### config.mk
export PLATFORM = sky130hd
export DESIGN_NAME = game_step_ctrl
export DESIGN_NICKNAME = d
export VERILOG_FILES = /design/src/rtl/game_step_ctrl.sv
export SDC_FILE = /design/constraint.sdc
export NUM_CORES = 1
export LEC_CHECK = 0
export CAP_MARGIN = 10
export CORE_ASPECT_RATIO = 0.7
export CORE_MARGIN = 2
export CORE_UTILIZATION = 45
export DETAILED_ROUTE_END_ITERATION = 10
export PLACE_DENSITY_LB_ADDON = 0.1
export SLEW_MARGIN = 20
export SYNTH_ARGS = -nofsm -noshare
export SYNTH_HDL_FRONTEND = slang
export SYNTH_SLANG_ARGS = --single-unit
### constraint.sdc
create_clock -name clk -period 1.75 [get_ports clk]
set_input_delay 0.2625 -clock clk [delete_from_list [all_inputs] [get_ports clk]]
set_output_delay 0.2625 -clock clk [all_outputs]
set_load 0.1 [all_outputs]
### src/rtl/game_step_ctrl.sv
// game_step_ctrl: step sequencer for the colour-matching game.
// A raw button is synchronised and edge-detected. Each press advances one
// phase: IDLE -> FIRST -> SECOND -> (evaluate) -> REVEAL... -> IDLE or DONE.
// The evaluating press checks the sel_a/sel_b pair against the pairing rule
// and the set of squares that are already matched.
module game_step_ctrl #(
  parameter int NUM_SQ       = 4,
  parameter int IDX_W        = 3,
  parameter int PAIR_MODE    = 0,
  parameter int REVEAL_STEPS = 3,
  parameter int MISS_W       = 8,
  localparam int STEP_W      = $clog2(REVEAL_STEPS + 4),
  localparam int SCORE_W     = $clog2(NUM_SQ / 2 + 1)
) (
  input  logic               clk,
  input  logic               rst,
  input  logic               btn,
  input  logic [IDX_W-1:0]   sel_a,
  input  logic [IDX_W-1:0]   sel_b,
  output logic [STEP_W-1:0]  step,
  output logic [NUM_SQ-1:0]  matched_mask,
  output logic [SCORE_W-1:0] score,
  output logic [MISS_W-1:0]  misses,
  output logic               match_pulse,
  output logic               miss_pulse,
  output logic               done
);

  typedef enum logic [STEP_W-1:0] {
    ST_IDLE   = STEP_W'(0),
    ST_FIRST  = STEP_W'(1),
    ST_SECOND = STEP_W'(2),
    ST_DONE   = STEP_W'(3 + REVEAL_STEPS)
  } step_e;

  localparam logic [STEP_W-1:0]  ST_REVEAL0  = STEP_W'(3);
  localparam logic [STEP_W-1:0]  LAST_REVEAL = STEP_W'(2 + REVEAL_STEPS);
  localparam logic [SCORE_W-1:0] FULL_SCORE  = SCORE_W'(NUM_SQ / 2);
  localparam logic [IDX_W:0]     NUM_SQ_X    = (IDX_W + 1)'(NUM_SQ);
  localparam logic [IDX_W:0]     MIRROR_SUM  = (IDX_W + 1)'(NUM_SQ - 1);

  logic               sync1_q, sync2_q, prev_q;
  logic               press;
  logic [STEP_W-1:0]  step_q, step_d;
  logic [NUM_SQ-1:0]  mask_q, mask_d;
  logic [SCORE_W-1:0] score_q, score_d;
  logic [MISS_W-1:0]  misses_q, misses_d;
  logic               match_pulse_q, match_pulse_d;
  logic               miss_pulse_q, miss_pulse_d;
  logic               done_q, done_d;

  logic [NUM_SQ-1:0]  onehot_a, onehot_b;
  logic               a_in_range, b_in_range, rule_ok, already_hit, pair_ok;

  // Button synchroniser and previous-level flop; all preset to 1 so a button
  // held through reset release is not seen as a press.
  always_ff @(posedge clk or posedge rst) begin
    if (rst) begin
      sync1_q <= 1'b1;
      sync2_q <= 1'b1;
      prev_q  <= 1'b1;
    end else begin
      sync1_q <= btn;
      sync2_q <= sync1_q;
      prev_q  <= sync2_q;
    end
  end

  assign press = sync2_q & ~prev_q;

  // One-hot decode of each selection; out-of-range indices decode to zero,
  // so they can never touch the matched mask.
  for (genvar gi = 0; gi < NUM_SQ; gi++) begin : g_decode
    assign onehot_a[gi] = (sel_a == IDX_W'(gi));
    assign onehot_b[gi] = (sel_b == IDX_W'(gi));
  end

  assign a_in_range  = ({1'b0, sel_a} < NUM_SQ_X);
  assign b_in_range  = ({1'b0, sel_b} < NUM_SQ_X);
  // Both rules are symmetric in a/b, so either selection order is accepted.
  assign rule_ok     = (PAIR_MODE == 1) ? (sel_a == (sel_b ^ IDX_W'(1)))
                                        : (({1'b0, sel_a} + {1'b0, sel_b}) == MIRROR_SUM);
  assign already_hit = |(mask_q & (onehot_a | onehot_b));
  assign pair_ok     = a_in_range && b_in_range && (sel_a != sel_b)
                       && rule_ok && !already_hit;

  // Next-state and bookkeeping: everything holds unless a press arrives.
  always_comb begin
    step_d        = step_q;
    mask_d        = mask_q;
    score_d       = score_q;
    misses_d      = misses_q;
    match_pulse_d = 1'b0;
    miss_pulse_d  = 1'b0;
    if (press) begin
      case (step_q)
        ST_IDLE:   step_d = ST_FIRST;
        ST_FIRST:  step_d = ST_SECOND;
        ST_SECOND: begin
          if (pair_ok) begin
            mask_d        = mask_q | onehot_a | onehot_b;
            score_d       = score_q + SCORE_W'(1);
            match_pulse_d = 1'b1;
            step_d        = ST_REVEAL0;
          end else begin
            if (misses_q != '1) misses_d = misses_q + MISS_W'(1);
            miss_pulse_d = 1'b1;
            step_d       = ST_IDLE;
          end
        end
        ST_DONE:   step_d = ST_DONE;
        default: begin
          if (step_q == LAST_REVEAL)
            step_d = (score_q == FULL_SCORE) ? ST_DONE : ST_IDLE;
          else
            step_d = step_q + STEP_W'(1);
        end
      endcase
    end
    done_d = (step_d == ST_DONE);
  end

  // Game state registers.
  always_ff @(posedge clk or posedge rst) begin
    if (rst) begin
      step_q        <= '0;
      mask_q        <= '0;
      score_q       <= '0;
      misses_q      <= '0;
      match_pulse_q <= 1'b0;
      miss_pulse_q  <= 1'b0;
      done_q        <= 1'b0;
    end else begin
      step_q        <= step_d;
      mask_q        <= mask_d;
      score_q       <= score_d;
      misses_q      <= misses_d;
      match_pulse_q <= match_pulse_d;
      miss_pulse_q  <= miss_pulse_d;
      done_q        <= done_d;
    end
  end

  assign step         = step_q;
  assign matched_mask = mask_q;
  assign score        = score_q;
  assign misses       = misses_q;
  assign match_pulse  = match_pulse_q;
  assign miss_pulse   = miss_pulse_q;
  assign done         = done_q;

endmodule

==> reports/results.ini <==
[sta]
period_needed_ns=1.92
fin_skew_ns=0.00170
max_freq_mhz=521
period_share_pct=110
report.final.slew_viol_count=0
finalSetupViolations=18
grt_setup_unrepaired=true
hold_viol=0
layout_setup_ws_ns=-0.170
tightest_slew_ns=0.388
slew_headroom_pct=73.8
timing.hold.ws_ns=0.338

[drt]
vias=1383
drt_iter0_markers=105
via_per_inst=5.69
first_pass_iters=4
wl_per_cell_um=18.0
antenna_left=0
finalWirelength_um=4370
route.detailed.drc=0

[yosys]
seq_area_frac_synth_pct=42.4
syn_area_mm2=0.00137
syn_nets=162
synth_warnings=0
postSynthCellCount=142
ys_ff_latch=23
syn_avg_cell_area_um2=9.63
synth_cell_types=37

[global_route]
grt_pass1_vias=1391
grt_overflow_total=0
grt_max_degree=24
grt_pass1_wl_um=6890
track_usage_pct=25.4
antenna_found_initial=0

[layout]
fin_util_pct=84.7
nets=228
n_antenna_cell=0
layout-drive-gt1-share_pct=54.6
area_growth_syn_to_layout_pct=76.0

[floorplan]
die_area_mm2=0.00350
initial_core_util_pct=48.1
io_pins=29
die_x_um=69.9
placementRows=16
fp.dieH_um=50.1
core_mm2=0.00284

[critical_path]
worstPathArrival_ns=2.06
required_ns=1.89
cp_max_fo=5
end_kind=flip-flop
crit_type=input port to flip-flop
cp-start-kind=input port
cp-startpoint=sel_b[0]
r2r_start=matched_mask[0]

[power_and_ir_drop]
p_leak_nw=1.08
fin_total_pwr_mw=3.53
ir_drop_uv=1850
p_per_area_mw_per_mm2=1470

[place]
hpwl_um=2700
place_ws_ns=-0.915
gp_congestion=0.895
io_buffers=28

[status]
outcome=finished with violations
violations=negative setup slack

[clock_tree]
cts_tree=yes
clk_pin_slew_ns=0.08
clk_latency_ns=0.26
h-tree-depth=1
clkSinkCount=23
clock_path_buffers=2
root_buffer=clkbuf_8
cts_made_buffers=3

[worst_hold_path]
hp-class=input port to async pin

[run]
maxCapViolations=0

==> through the flow <==
| step | instances | setup TNS, ns | area (um^2) |
|---|---|---|---|
| after detailed placement | 232 | -13.99 | 2130 |
| after floorplan | 142 | -2.23 | 1410 |
| after global routing | 243 | -2.67 | 2410 |
| after global placement | 232 | -12.77 | 2130 |
| after CTS | 239 | -1.09 | 2310 |
| final | 243 | -1.73 | 2410 |
==> flip-flops by register name (all words and copies together), names as in the netlist <==
name	flops
done	1
match_pulse	1
matched_mask	4
miss_pulse	1
misses	8
prev_q	1
score	2
step	3
sync1_q	1
sync2_q	1
==> cell type report <==
class                      count  area [um^2]
clock buffer                   4         45.0
multi-input combinational    105          898
tap                           36         45.0
timing repair buffer          64          773
inverter                      11         43.8
sequential                    23          602
fill                         155          435
==> cell families (layout without fill, tap and decap cells) <==
family	after synthesis	in the layout	synth area share, %
mux	6	6	5.31
flops	23	23	42.4
fa+ha+maj	11	11	10.6
buf+inv	14	79	4.39
xor+xnor	7	7	4.48
compound gates	29	29	13.4
simple gates	52	52	19.4
==> worst max-delay path: stages <==
cell and delay, ns:
buf_8 0.10, ha_4 0.15, fa_1 0.48, nand4b_1 0.11
a21oi_1 0.14, o21ai_1 0.10, a211oi_2 0.17, buf_6 0.18
buf_6 0.14, nor4b_4 0.05, xor2_1 0.17
==> synthesized netlist by cell type, drive strengths merged <==
cell type	n	area share, %
a211oi	3	2.0
a21o	1	0.55
a21oi	8	2.9
a22oi	2	1.1
a31oi	3	1.4
and2	1	0.46
buf	1	0.82
clkbuf	2	0.55
dfrtp	20	37
dfstp	3	5.8
fa	1	1.5
ha	10	9.1
inv	11	3.0
mux2	4	3.8
mux2i	2	1.5
nand2	13	3.8
nand2b	3	1.4
nand3	3	1.1
nand4	1	0.46
nand4b	1	0.64
nor2	13	3.8
nor2b	3	1.4
nor3	6	2.2
nor3b	3	1.6
nor4	3	1.4
nor4b	2	1.3
o21ai	7	2.6
o21bai	3	1.6
o2bb2ai	1	0.64
o31a	1	0.64
xnor2	1	0.64
xor2	6	3.8
==> repair_timing <==
item / 4_1_cts / 5_1_grt
pin swaps: 9 / 9
gates resized for setup: 44 / 14
setup buffers: 3 / 4
hold buffers: 0 / 0
setup endpoints to repair: 19 / 19
==> worst paths after layout <==
check,end,cells past startpoint,slack (ns)
min,match_pulse,3,0.34
max,misses[4],11,-0.17
max in group asynchronous,sync1_q,3,1.12
min in group clk,sync2_q,0,0.37
max reg2reg,misses[4],8,-0.13
min reg2reg,sync2_q,0,0.37
==> layer usage <==
layer,up-vias,GRT usage (%),part of all wire [%]
li1,630,-,-
met1,682,34.1,43
met2,57,40.3,48
met3,14,6.95,6.3
met4,0,7.69,2.7
met5,-,0,0
==> layout by cell type (no fill, tap or decap), types with 3 or more instances in the layout <==
cell and count:
o21ai_0 6, buf_4 30, dfrtp_1 6, nand2b_1 3, dfrtp_2 12, ha_4 3, nor3b_2 3, buf_6 7
nand3_1 3, clkbuf_8 3, nor3_1 4, ha_1 7, a31oi_1 3, mux2_4 4, nand2_2 3, a21oi_1 6
nand2_1 9, o21bai_1 3, inv_2 5, buf_12 20, inv_1 5, nor2_1 12, dfstp_2 3, xor2_1 6
==> report_power, final <==
part | internal, mW | total (mW) | switching, mW
Sequential | 0.678 | 0.889 | 0.211
Clock | 0.163 | 0.334 | 0.171
Combinational | 0.915 | 2.31 | 1.39
Total | 1.76 | 3.53 | 1.77
Power figures use the tool's default switching activity.
